===== config.mk =====
export PLATFORM = sky130hd
export DESIGN_NAME = chiplib_pri_queue_ingress
export DESIGN_NICKNAME = d
export VERILOG_FILES = /design/src/rtl/chiplib_pri_queue_ingress.sv
export SDC_FILE = /design/constraint.sdc
export NUM_CORES = 1
export LEC_CHECK = 0
export CAP_MARGIN = 20
export CORE_AREA = 4 4 157 159
export DETAILED_ROUTE_END_ITERATION = 6
export DIE_AREA = 0 0 161 163
export PLACE_DENSITY = 0.62
export RECOVER_POWER = 50
export SLEW_MARGIN = 5
export SYNTH_ARGS = -nofsm -noshare
export SYNTH_HDL_FRONTEND = slang
export SYNTH_SLANG_ARGS = --single-unit
export TNS_END_PERCENT = 50

===== constraint.sdc =====
create_clock -name clk -period 2.49 [get_ports clk]
set_clock_uncertainty 0.15 [all_clocks]
set_input_delay 0.498 -clock clk [delete_from_list [all_inputs] [get_ports clk]]
set_output_delay 0.498 -clock clk [all_outputs]
set_load 0.01 [all_outputs]

===== src/rtl/chiplib_pri_queue_ingress.sv =====
// chiplib_pri_queue_ingress
// Merges NumSources ready/valid producers into the priority queue push port
// using round-robin arbitration, with the winner held in a one-entry output
// register so downstream timing is fully decoupled from the sources.
// Optional feature: define CHIPLIB_PRI_QUEUE_INGRESS_AGING_EN to give every
// source a saturating wait counter whose shifted value is added to the
// captured priority (arbitration order is unaffected by aging).
module chiplib_pri_queue_ingress #(
    parameter int NumSources    = 4,
    parameter int DataWidth     = 64,
    parameter int PriorityWidth = 16,
    parameter int AgeWidth      = 8,
    parameter int AgeShift      = 2
) (
    input  logic                                clk,
    input  logic                                rst_n,
    input  logic [NumSources*DataWidth-1:0]     src_data,
    input  logic [NumSources*PriorityWidth-1:0] src_pri,
    input  logic [NumSources-1:0]               src_valid,
    output logic [NumSources-1:0]               src_ready,
    output logic [DataWidth-1:0]                push_data,
    output logic [PriorityWidth-1:0]            push_pri,
    output logic [$clog2(NumSources)-1:0]       push_src,
    output logic                                push_valid,
    input  logic                                push_ready
);

    localparam int IdxW = $clog2(NumSources);

    // Reject configurations the arbiter and aging math are not built for.
    if (NumSources < 2 || AgeWidth < 1 || AgeShift < 0) begin : g_bad_cfg
        $error("chiplib_pri_queue_ingress: unsupported parameter set");
    end

    // Output slot state
    logic                     push_valid_q, push_valid_d;
    logic [DataWidth-1:0]     push_data_q, push_data_d;
    logic [PriorityWidth-1:0] push_pri_q, push_pri_d;
    logic [IdxW-1:0]          push_src_q, push_src_d;
    logic [IdxW-1:0]          rr_ptr_q, rr_ptr_d;

    // Arbitration
    logic                     load_en;
    logic                     grant_found;
    logic [IdxW-1:0]          grant_idx;
    logic [NumSources-1:0]    grant;
    logic                     handshake;
    int                       cand;
    logic [IdxW-1:0]          cand_idx;

    // Per-source unpacked views
    logic [DataWidth-1:0]     data_arr [NumSources];
    logic [PriorityWidth-1:0] pri_eff  [NumSources];

`ifdef CHIPLIB_PRI_QUEUE_INGRESS_AGING_EN
    // Wide enough that neither the priority nor the shifted age can overflow.
    localparam int SumW = ((PriorityWidth > AgeWidth) ? PriorityWidth : AgeWidth) + 1;
`endif

    for (genvar gi = 0; gi < NumSources; gi++) begin : g_src
        logic [PriorityWidth-1:0] pri_raw;

        assign data_arr[gi] = src_data[gi*DataWidth +: DataWidth];
        assign pri_raw      = src_pri[gi*PriorityWidth +: PriorityWidth];

`ifdef CHIPLIB_PRI_QUEUE_INGRESS_AGING_EN
        logic [AgeWidth-1:0] age_q, age_d;
        logic [SumW-1:0]     pri_sum;

        // Wait counter: clear when accepted, saturate while stalled, hold when idle.
        always_comb begin
            age_d = age_q;
            if (src_valid[gi] && src_ready[gi]) begin
                age_d = '0;
            end else if (src_valid[gi] && !(&age_q)) begin
                age_d = age_q + 1'b1;
            end
        end

        // Wait counter register.
        always_ff @(posedge clk or negedge rst_n) begin
            if (!rst_n) begin
                age_q <= '0;
            end else begin
                age_q <= age_d;
            end
        end

        assign pri_sum     = SumW'(pri_raw) + SumW'(age_q >> AgeShift);
        assign pri_eff[gi] = (pri_sum > SumW'({PriorityWidth{1'b1}})) ?
                             {PriorityWidth{1'b1}} : pri_sum[PriorityWidth-1:0];
`else
        assign pri_eff[gi] = pri_raw;
`endif
    end

    assign load_en = !push_valid_q || push_ready;

    // Round-robin search: first valid source at or after rr_ptr, wrapping.
    always_comb begin
        grant_found = 1'b0;
        grant_idx   = '0;
        cand        = 0;
        cand_idx    = '0;
        for (int k = 0; k < NumSources; k++) begin
            cand     = (int'(rr_ptr_q) + k) % NumSources;
            cand_idx = IdxW'(cand);
            if (!grant_found && src_valid[cand_idx]) begin
                grant_found = 1'b1;
                grant_idx   = cand_idx;
            end
        end
    end

    assign grant     = grant_found ? (NumSources'(1) << grant_idx) : '0;
    assign src_ready = grant & {NumSources{load_en & rst_n}};
    assign handshake = grant_found && load_en;

    // Slot and pointer next state: load on handshake, drain on pop.
    always_comb begin
        push_valid_d = push_valid_q;
        push_data_d  = push_data_q;
        push_pri_d   = push_pri_q;
        push_src_d   = push_src_q;
        rr_ptr_d     = rr_ptr_q;
        if (load_en) begin
            push_valid_d = handshake;
            if (handshake) begin
                push_data_d = data_arr[grant_idx];
                push_pri_d  = pri_eff[grant_idx];
                push_src_d  = grant_idx;
                rr_ptr_d    = (grant_idx == IdxW'(NumSources - 1)) ? '0 : grant_idx + 1'b1;
            end
        end
    end

    // Slot and pointer registers; reset drops any held item immediately.
    always_ff @(posedge clk or negedge rst_n) begin
        if (!rst_n) begin
            push_valid_q <= 1'b0;
            push_data_q  <= '0;
            push_pri_q   <= '0;
            push_src_q   <= '0;
            rr_ptr_q     <= '0;
        end else begin
            push_valid_q <= push_valid_d;
            push_data_q  <= push_data_d;
            push_pri_q   <= push_pri_d;
            push_src_q   <= push_src_d;
            rr_ptr_q     <= rr_ptr_d;
        end
    end

    assign push_valid = push_valid_q;
    assign push_data  = push_data_q;
    assign push_pri   = push_pri_q;
    assign push_src   = push_src_q;

endmodule


==> results by group, run 1 <==
Setup path
  • Setup CP Type: primary input to output port
  • Top delay family on crit path: buffers and inverters
  • CP endpoint kind: output port
  • Max incr delay on CP: a little under 0.3 ns
  • Worst path cell trace: clkdlybuf4s15_1 -> buf_6 -> nand3b_1 -> a2bb2oi_4 -> ha_2 -> and3_4 -> buf_6
  • CP max stage cell: a2bb2oi_4
  • Critical path startpoint category: primary input
  • CP Data Required Time: approximately 1.8 ns
  • Data arrival, critical path: ~1.8 ns
  • CP max FO: 5
  • CP Buf/Inv Count: 3
  • Most used cell, CP: buf_6

Placement
  • Placer Congestion: around 0.77
  • Place WS: -0.669 ns
  • Dpl hpwl: 18100 um
  • Input/output buffers: slightly above 400
  • Placed Cells: roughly 1200

Timing
  • Period utilisation layout: between 90 and 100%
  • Fin Hold WS: 0.319 ns
  • Final Hold Vio Count: 0
  • Final max-slew violation count: 0
  • Max-slew headroom: between 30 and 40%
  • Post-route minimum period: between 2 and 2.5 ns
  • RSZ-0062 raised after global routing: true
  • Number of setup violations in the final report: 0
  • Worst slew pin tran: 0.904 ns
  • Final setup margin: approximately 0.013 ns
  • Setup TNS: 0 ns
  • Fmax: ~400 MHz

Layout
  • Most frequent cells in the layout: 323 x clkdlybuf4s50_1, 161 x mux2i_1, 92 x nand2_1, 84 x dfrtp_1, 82 x dlygate4sd3_1
  • Final net count: between 1000 and 1500
  • Layout Cells excl Fill: 1225
  • Share of layout cells above drive strength 1: between 10% and 20%
  • Final Util: 44.9%
  • Area grow syn2layout: 91.6%
  • Commonest non-fill, non-tap cell in the layout: clkdlybuf4s50_1

Global routing
  • Largest net degree at the start of global routing: 52
  • Tot GR Track Use: between 10% and 20%
  • Initial antenna violation count: 2
  • Overflow after GRT: 0
  • Vias in the first global route: 5873
  • Global-route wire length before repair: 34500 um

Clock tree
  • TritonCTS clock tree: yes
  • TritonCTS Sinks: 85
  • Latest clock arrival within the worst-skew pair: roughly 0.33 ns
  • Root buffer cell: clkbuf_16
  • Num CTS Buffers: 9
  • Clk pin slew, worst setup/hold paths: 0.07 ns
  • Clock Tree Buf Depth: 2
  • Htree depth: 3

Synth
  • Mapped Area: about 0.0055 mm2
  • Number of flops mapped to enable cells by yosys: 0
  • Asr flop ratio synth: 100%
  • Sequential area share after synthesis: between 30% and 40%
  • Net Count, Synth: between 800 and 900
  • Synth cell types: 27
  • Synthesis-stage register bit count: 85
  • Avg Synthesized Cell Area: ~11 um2
  • Warnings, synthesis: 0
  • Main synth FF type: dfrtp_1
  • Cells after Synth: about 480

Outcome
  • Status: complete, no violations

Route
  • Vias: between 5000 and 6000
  • Routed wire per std cell: ~19 um
  • DR vias/cell: ~4.6
  • Final wirelength: 23300 um
  • Residual DRC: 0
  • Routed Antenna Nets: 0
  • Drt first pass iters: 6
  • Iter 0 DRT Violations: roughly 220

Power and ir drop
  • Peak supply drop: ~270 uV
  • P_leak: 4.39 nW
  • PD cells: 712 mW/mm2

Floorplanning
  • IO Count: roughly 410
  • Initial core utilization: a little under a quarter
  • Die W: between 150 and 200 um
  • Die height: between 150 and 200 um
  • Die footprint: 0.0262 mm2
  • CORE AREA: between 0.02 and 0.025 mm2
  • # rows: 56

Worst hold path
  • Worst Hold Class: flip-flop to flip-flop

Flow run
  • Maxcap violations: 0
-- area by class of cell --
| class | instances | area (um2) |
|---|---|---|
| clock inverter | 5 | 36.3 |
| fill | 2239 | 12800 |
| sequential | 85 | 2130 |
| timing repair buffer | 447 | 4510 |
| tap | 319 | 399 |
| clock buffer | 11 | 243 |
| inverter | 3 | 11.3 |
| multi-input combinational | 353 | 3120 |
| antenna | 2 | 5.00 |
-- Yosys cell counts, types with 2 or more instances --
library cell / count / area (um2)
mux2i_1: 161 / 1610
and3_1: 2 / 12.5
nor3_1: 2 / 10.0
ha_1: 2 / 25.0
dfrtp_1: 85 / 2130
clkbuf_1: 7 / 26.3
nand2_1: 92 / 345
buf_2: 27 / 135
buf_6: 4 / 45.0
a21oi_1: 3 / 15.0
buf_8: 4 / 60.1
o221ai_1: 47 / 412
inv_1: 2 / 7.51
o221ai_2: 33 / 495
-- tightest hold or removal path, delay by kind of cell (launching register included) --
family	cells	cell delay (ns)
flip-flops	1	0.34
AND/OR/NAND/NOR	2	0.10
-- worst paths after layout --
check | startpoint | to | slack (ns) | depth (start not counted)
min reg2reg | push_src[1]$_DFFE_PN0P_ | push_src[1]$_DFFE_PN0P_ | 0.32 | 2
max in group asynchronous | rst_n | rr_ptr_q[1]$_DFFE_PN0P_ | 0.41 | 4
min | push_src[1]$_DFFE_PN0P_ | push_src[1]$_DFFE_PN0P_ | 0.32 | 2
max | src_valid[1] | src_ready[3] | 0.01 | 7
max reg2reg | rr_ptr_q[1]$_DFFE_PN0P_ | push_data[16]$_DFFE_PN0P_ | 0.16 | 8
min in group asynchronous | rst_n | push_pri[1]$_DFFE_PN0P_ | 0.81 | 3
-- flip-flops by register name, indices dropped and copies added, names as in the netlist --
register    flops
push_pri       16
push_data      64
push_valid      1
rr_ptr_q        2
push_src        2
-- report_power, final --
| group | internal (mW) | switching [mW] | total [mW] |
|---|---|---|---|
| Clock | 0.705 | 0.587 | 1.29 |
| Combinational | 2.18 | 1.83 | 4.02 |
| Sequential | 1.87 | 0.264 | 2.14 |
| Total | 4.76 | 2.69 | 7.44 |
-- logic make-up (layout without fill, tap and decap cells) --
family	count (synthesis)	in the layout	share of synthesized area, %
flops	85	85	39.0
buf+inv	46	466	5.23
simple gates	103	103	8.19
fa+ha+maj	2	2	0.459
mux	161	161	29.5
other cells	0	2	0
compound gates	87	87	17.6
-- stage by stage --
step | area [um2] | power, mW
2_1_floorplan | 5460 | 4.23
3_3_place_gp | 10100 | 6.32
3_5_place_dp | 10100 | 6.34
4_1_cts | 10400 | 7.75
5_1_grt | 10500 | 7.96
6_report | 10500 | 7.44
-- per-layer routing --
metal	track usage, %	wire length (um)	up-vias
li1	-	-	2686
met5	0	0	-
met2	29.4	11700	265
met4	4.07	373	0
met3	6.05	2090	18
met1	19.7	9170	2612
-- repair_timing --
action,in CTS,in global routing
pin swaps,4,4
resized for setup,33,12
gates cloned,0,1
endpoints found under the hold margin,14,0
setup buffers,2,1
hold buffers,1,0
setup endpoints to repair,52,40
Power figures use the tool's default switching activity.
==> inputs of run 2 (changes only) <==
CTS_BUF_LIST = sky130_fd_sc_hd__clkbuf_2 sky130_fd_sc_hd__clkbuf_4 sky130_fd_sc_hd__clkbuf_8   (was unset)
==> run 2 against run 1 <==
Net effect: the run now ends with setup timing left; setup slack got worse by 0.031 ns; via count fell by 0.75%; worst hold slack improved by 0.0060 ns.
==> results by group, run 2 (synthesis results as in run 1) <==
Placement
  • Placer Congestion: approximately 0.77
  • Dpl hpwl: 18100 um
  • Placed Cells: roughly 1200
  • Input/output buffers: 413

Timing
  • Post-route minimum period: roughly 2.5 ns
  • Fin Hold WS: about 0.33 ns
  • Period utilisation layout: 101%
  • Fmax: 399 MHz
  • Final setup margin: -0.0177 ns
  • Final max-slew violation count: 0
  • Max-slew headroom: between 30% and 40%
  • Number of setup violations in the final report: 1
  • Worst slew pin tran: roughly 0.91 ns
  • Final Hold Vio Count: 0
  • RSZ-0062 raised after global routing: true

Outcome
  • Failing checks: setup timing
  • Status: finished, violations left

Setup path
  • Data arrival, critical path: 1.86 ns
  • Max incr delay on CP: between 0.2 and 0.3 ns
  • Crit path to: src_ready[2]
  • Critical R2R Capture: push_data[52]$_DFFE_PN0P_
  • CP Data Required Time: approximately 1.8 ns
  • R2R cell count: 7
  • CP endpoint kind: output port
  • RR Startpoint: rr_ptr_q[1]$_DFFE_PN0P_
  • Reg-to-reg slack, setup: 0.17 ns
  • Critical path startpoint category: primary input
  • Worst path cell trace: dlygate4sd2_1 -> buf_4 -> nand3b_1 -> a2bb2oi_4 -> ha_2 -> and3_4 -> buf_6
  • Setup CP Type: primary input to output port
  • CP max stage cell: dlygate4sd2_1
  • CP max FO: 5
  • Critical path origin: src_valid[1]

Route
  • Routed wire per std cell: 18.9 um
  • Routed Antenna Nets: 0
  • Vias: about 5500
  • Iter 0 DRT Violations: roughly 220
  • Final wirelength: ~23000 um
  • DR vias/cell: between 4 and 5
  • Residual DRC: 0
  • Drt first pass iters: 4

Global routing
  • Initial antenna violation count: 3
  • Global-route wire length before repair: around 35000 um
  • Vias in the first global route: a little under 6000
  • Overflow after GRT: 0
  • Tot GR Track Use: approximately 17%
  • Largest net degree at the start of global routing: 52

Clock tree
  • Clock Tree Buf Depth: 2
  • Htree depth: 3
  • TritonCTS clock tree: yes
  • Root buffer cell: clkbuf_8
  • Clk pin slew, worst setup/hold paths: ~0.1 ns
  • TritonCTS Sinks: 85
  • Latest clock arrival within the worst-skew pair: between 0.3 and 0.4 ns
  • Num CTS Buffers: 9

Floorplanning
  • Die height: 163 um
  • Die footprint: between 0.02 and 0.03 mm2
  • Initial core utilization: approximately a quarter
  • CORE AREA: 0.0233 mm2
  • Die W: 161 um
  • IO Count: ~410
  • # rows: 56

Power and ir drop
  • PD cells: 687 mW/mm2
  • P_leak: between 4 and 5 nW
  • Peak supply drop: 240 uV

Layout
  • Area grow syn2layout: 88.6%
  • Final net count: 1226
  • Largest register FFs: 64
  • Commonest non-fill, non-tap cell in the layout: clkdlybuf4s50_1
  • Most frequent cells in the layout: 333 x clkdlybuf4s50_1, 161 x mux2i_1, 92 x nand2_1, 84 x dfrtp_1, 72 x dlygate4sd3_1
  • Share of layout cells above drive strength 1: roughly 11%
  • Layout Cells excl Fill: around 1200

Worst hold path
  • Hold path start: push_src[1]$_DFFE_PN0P_
  • Worst Hold Class: flip-flop to flip-flop
  • Hold Path Stages: 2

Flow run
  • Maxcap violations: 0
## run 2: cell count changes in the layout (fill, tap and decap cells not counted), moves of 2 or more
| cell | delta |
|---|---|
| clkbuf_16 | -10 |
| clkdlybuf4s50_1 | +10 |
| dlygate4sd3_1 | -10 |
| clkbuf_8 | +9 |
| buf_6 | -2 |
## run 2: timing repair
action | 4_1_cts | 5_1_grt
hold endpoints to repair | 14 | 0
endpoints found under the setup margin | 44 | 44
pin swaps | 3 | 2
hold buffers | 1 | 0
setup buffers | 2 | 0
resized for setup | 33 | 6
## run 2: through the flow
stage / TNS (ns) / setup WS (ns) / util, % / cell area [um2] / power, mW
3_5_place_dp: -40.03 / -0.669 / 43.3 / 10100 / 6.34
3_3_place_gp: -36.29 / -0.664 / 43.3 / 10100 / 6.32
4_1_cts: -0.0523 / -0.0523 / 44.3 / 10300 / 7.40
5_1_grt: -4.26 / -0.143 / 44.2 / 10300 / 7.58
6_report: -0.0177 / -0.0177 / 44.3 / 10300 / 7.07
2_1_floorplan: 0 / 0.282 / - / 5460 / 4.23
## run 2: worst min-delay path by stage
stage                           endpoint
4_1_cts          push_src[0]$_DFFE_PN0P_
5_1_grt        push_data[19]$_DFFE_PN0P_
3_3_place_gp     push_src[0]$_DFFE_PN0P_
6_report         push_src[1]$_DFFE_PN0P_
2_1_floorplan   push_data[0]$_DFFE_PN0P_
3_5_place_dp     push_src[0]$_DFFE_PN0P_
## run 2: critical path: cells and delay by family
kind                     cells  cell delay, ns
buffers and inverters        3            0.51
AO/OA/AOI/OAI                1            0.24
AND/OR/NAND/NOR              2            0.40
adder cells (fa/ha/maj)      1            0.20
## run 2: final cells by class
class	instances	area, um2
Antenna cell	3	7.51
Clock buffer	11	145
Clock inverter	5	36.3
Fill cell	2250	13000
Inverter	3	11.3
Multi-Input combinational cell	353	3100
Sequential cell	85	2130
Tap cell	319	399
Timing Repair Buffer	445	4460
## run 2: power by group
part           internal, mW  leakage [nW]  switching [mW]
logic                  2.17          3.20            1.81
registers              1.87          1.04           0.267
clock network         0.402        0.0850           0.553
## run 2: per-layer routing
| layer | share of wire (%) | routed length (um) | vias to the layer above | GRT usage [%] |
|---|---|---|---|---|
| met5 | 0 | 0 | - | 0 |
| met4 | 2.0 | 469 | 0 | 5.58 |
| met3 | 8.6 | 1980 | 22 | 5.44 |
| met2 | 50 | 11600 | 259 | 29.4 |
| met1 | 39 | 9090 | 2575 | 19.8 |
| li1 | - | - | 2683 | - |
==> inputs of run 3 (changes only) <==
CORE_AREA = 3 3 160 162   (was 4 4 157 159)
DIE_AREA = 0 0 163 165   (was 0 0 161 163)
GPL_TIMING_DRIVEN = 0   (was unset)
PLACE_DENSITY = 0.6   (was 0.62)
REMOVE_ABC_BUFFERS = 1   (was unset)
==> run 3 against run 2 <==
Net effect: the run now ends clean; first-iteration DRC count decreased by 19%; non-clock buffer count down 7; count of clock-buffer cells in the layout is 1 higher; power rose by 6.8%; critical path depth unchanged; core utilization down 1.4 points; final area rose by 1.0%; die area up 2.5%; sequential power is essentially flat; setup slack improved by 0.060 ns; register-to-register slack got worse by 0.10 ns; critical endpoint unchanged.
==> results by group, run 3 (synthesis results as in run 1) <==
Power and ir drop
  • PD cells: roughly 730 mW/mm2
  • Total chip power: ~7.6 mW
  • Peak supply drop: roughly 340 uV
  • P_leak: approximately 4.3 nW

Setup path
  • CP max FO: 4
  • Data arrival, critical path: around 1.8 ns
  • CP endpoint kind: output port
  • CP max stage cell: dfrtp_2
  • Critical path startpoint category: flip-flop
  • CP Data Required Time: between 1.5 and 2 ns
  • Top delay family on crit path: simple AND/OR/NAND/NOR gates
  • CP Buf/Inv Count: 2
  • Worst path cell trace: mux2i_1 -> and2_4 -> nor3_4 -> inv_2 -> ha_4 -> and3_4 -> buf_6
  • Setup CP Type: flip-flop to output port
  • Max incr delay on CP: 0.44 ns

Clock tree
  • TritonCTS clock tree: yes
  • TritonCTS Sinks: 85
  • Clk pin slew, worst setup/hold paths: around 0.080 ns
  • Latest clock arrival within the worst-skew pair: ~0.35 ns
  • Htree depth: 3
  • Root buffer cell: clkbuf_8
  • Clock Tree Buf Depth: 2
  • Num CTS Buffers: 9

Global routing
  • Tot GR Track Use: about 16%
  • Vias in the first global route: roughly 5600
  • Overflow after GRT: 0
  • Largest net degree at the start of global routing: just over 80
  • Initial antenna violation count: 1
  • Global-route wire length before repair: ~33000 um

Route
  • Iter 0 DRT Violations: around 180
  • Routed Antenna Nets: 0
  • Residual DRC: 0
  • Vias: 5520
  • Drt first pass iters: 4
  • DR vias/cell: 4.53
  • Final wirelength: between 20000 and 25000 um
  • Routed wire per std cell: around 19 um

Timing
  • Worst slew pin tran: 1.27 ns
  • Period utilisation layout: a little under 100%
  • Final Hold Vio Count: 0
  • Setup TNS: 0 ns
  • Number of setup violations in the final report: 0
  • Final setup margin: roughly 0.042 ns
  • RSZ-0062 raised after global routing: true
  • Final max-slew violation count: 0
  • Post-route minimum period: 2.45 ns
  • Fmax: around 410 MHz
  • Max-slew headroom: between 10% and 20%

Layout
  • Diodes inserted: 0
  • Share of layout cells above drive strength 1: around 11%
  • Layout Cells excl Fill: 1219
  • Commonest non-fill, non-tap cell in the layout: clkdlybuf4s50_1
  • Final net count: approximately 1200
  • Most frequent cells in the layout: 380 x clkdlybuf4s50_1, 157 x mux2i_1, 91 x nand2_1, 84 x dfrtp_1, 47 x o221ai_1
  • Area grow syn2layout: 90.6%
  • Largest register FFs: 64

Floorplanning
  • CORE AREA: 0.0242 mm2
  • Die W: approximately 160 um
  • Die footprint: approximately 0.027 mm2
  • IO Count: a little over 400
  • Die height: roughly 170 um
  • # rows: 57
  • Initial core utilization: 22.5%

Outcome
  • Status: complete, no violations

Placement
  • Placed Cells: roughly 1200
  • Placer Congestion: between 0.7 and 0.8
  • Place WS: -1.08 ns
  • Input/output buffers: ~410
  • Dpl hpwl: roughly 17000 um

Worst hold path
  • Worst Hold Class: flip-flop to flip-flop

Flow run
  • Maxcap violations: 0
-- run 3: cell types whose count changed in the layout (fill, tap and decap cells not counted), sizes merged, moves of 2 or more --
| cell | previous run | this run |
|---|---|---|
| diode | 3 | 0 |
| dlygate4sd2 | 4 | 2 |
| dlygate4sd3 | 72 | 24 |
| bufinv | 0 | 2 |
| clkbuf | 15 | 17 |
| buf | 32 | 25 |
| clkdlybuf4s50 | 333 | 380 |
| clkinvlp | 3 | 1 |
-- run 3: report_power, final --
group / internal (mW) / switching, mW / total (mW)
Combinational: 2.41 / 1.87 / 4.27
Clock: 0.599 / 0.544 / 1.14
Sequential: 1.87 / 0.266 / 2.14
Total: 4.88 / 2.68 / 7.55
-- run 3: what timing repair did --
item | CTS | global route
pin swaps | 3 | 3
endpoints found under the setup margin | 74 | 51
resized for setup | 36 | 13
buffers inserted | 9 | 2
endpoints found under the hold margin | 46 | 39
hold buffers | 2 | 1
-- run 3: tightest hold or removal path, delay by kind of cell, from the launching register on --
kind,cells,cell delay (ns)
flip-flops,1,0.34
AND/OR/NAND/NOR,2,0.10
-- run 3: path summary, 6_finish.rpt --
check | startpoint | endpoint | slack, ns | depth (start not counted)
min reg2reg | push_src[1]$_DFFE_PN0P_ | push_src[1]$_DFFE_PN0P_ | 0.33 | 2
max in group asynchronous | rst_n | rr_ptr_q[0]$_DFFE_PN0P_ | 0.74 | 3
min | push_src[1]$_DFFE_PN0P_ | push_src[1]$_DFFE_PN0P_ | 0.33 | 2
min in group asynchronous | rst_n | push_pri[7]$_DFFE_PN0P_ | 0.65 | 3
max | rr_ptr_q[1]$_DFFE_PN0P_ | src_ready[2] | 0.04 | 7
max reg2reg | rr_ptr_q[0]$_DFFE_PN0P_ | push_data[10]$_DFFE_PN0P_ | 0.07 | 10
-- run 3: final cells by class --
cell class / count / area (um2)
fill: 2410 / 13900
timing repair buffer: 438 / 4490
multi-input combinational: 353 / 3140
sequential: 85 / 2130
tap: 324 / 405
clock buffer: 12 / 146
clock inverter: 4 / 72.6
inverter: 3 / 11.3
-- run 3: per-stage QoR --
stage                     instance area [um2]  util [%]  hold WS, ns
after floorplan                          5180         -       0.0524
after global placement                   9720      40.1        0.309
after detailed placement                10000      41.4        0.313
after CTS                               10400      43.0      -0.0799
after global routing                    10400      42.9        0.352
final                                   10400      42.9        0.326
-- run 3: metal layers --
layer | share of wire (%) | track usage [%] | vias up
li1 | - | - | 2660
met1 | 38 | 18.1 | 2595
met2 | 52 | 29.0 | 250
met3 | 8.6 | 4.82 | 13
met4 | 1.1 | 3.73 | 2
met5 | 0.035 | 0 | -
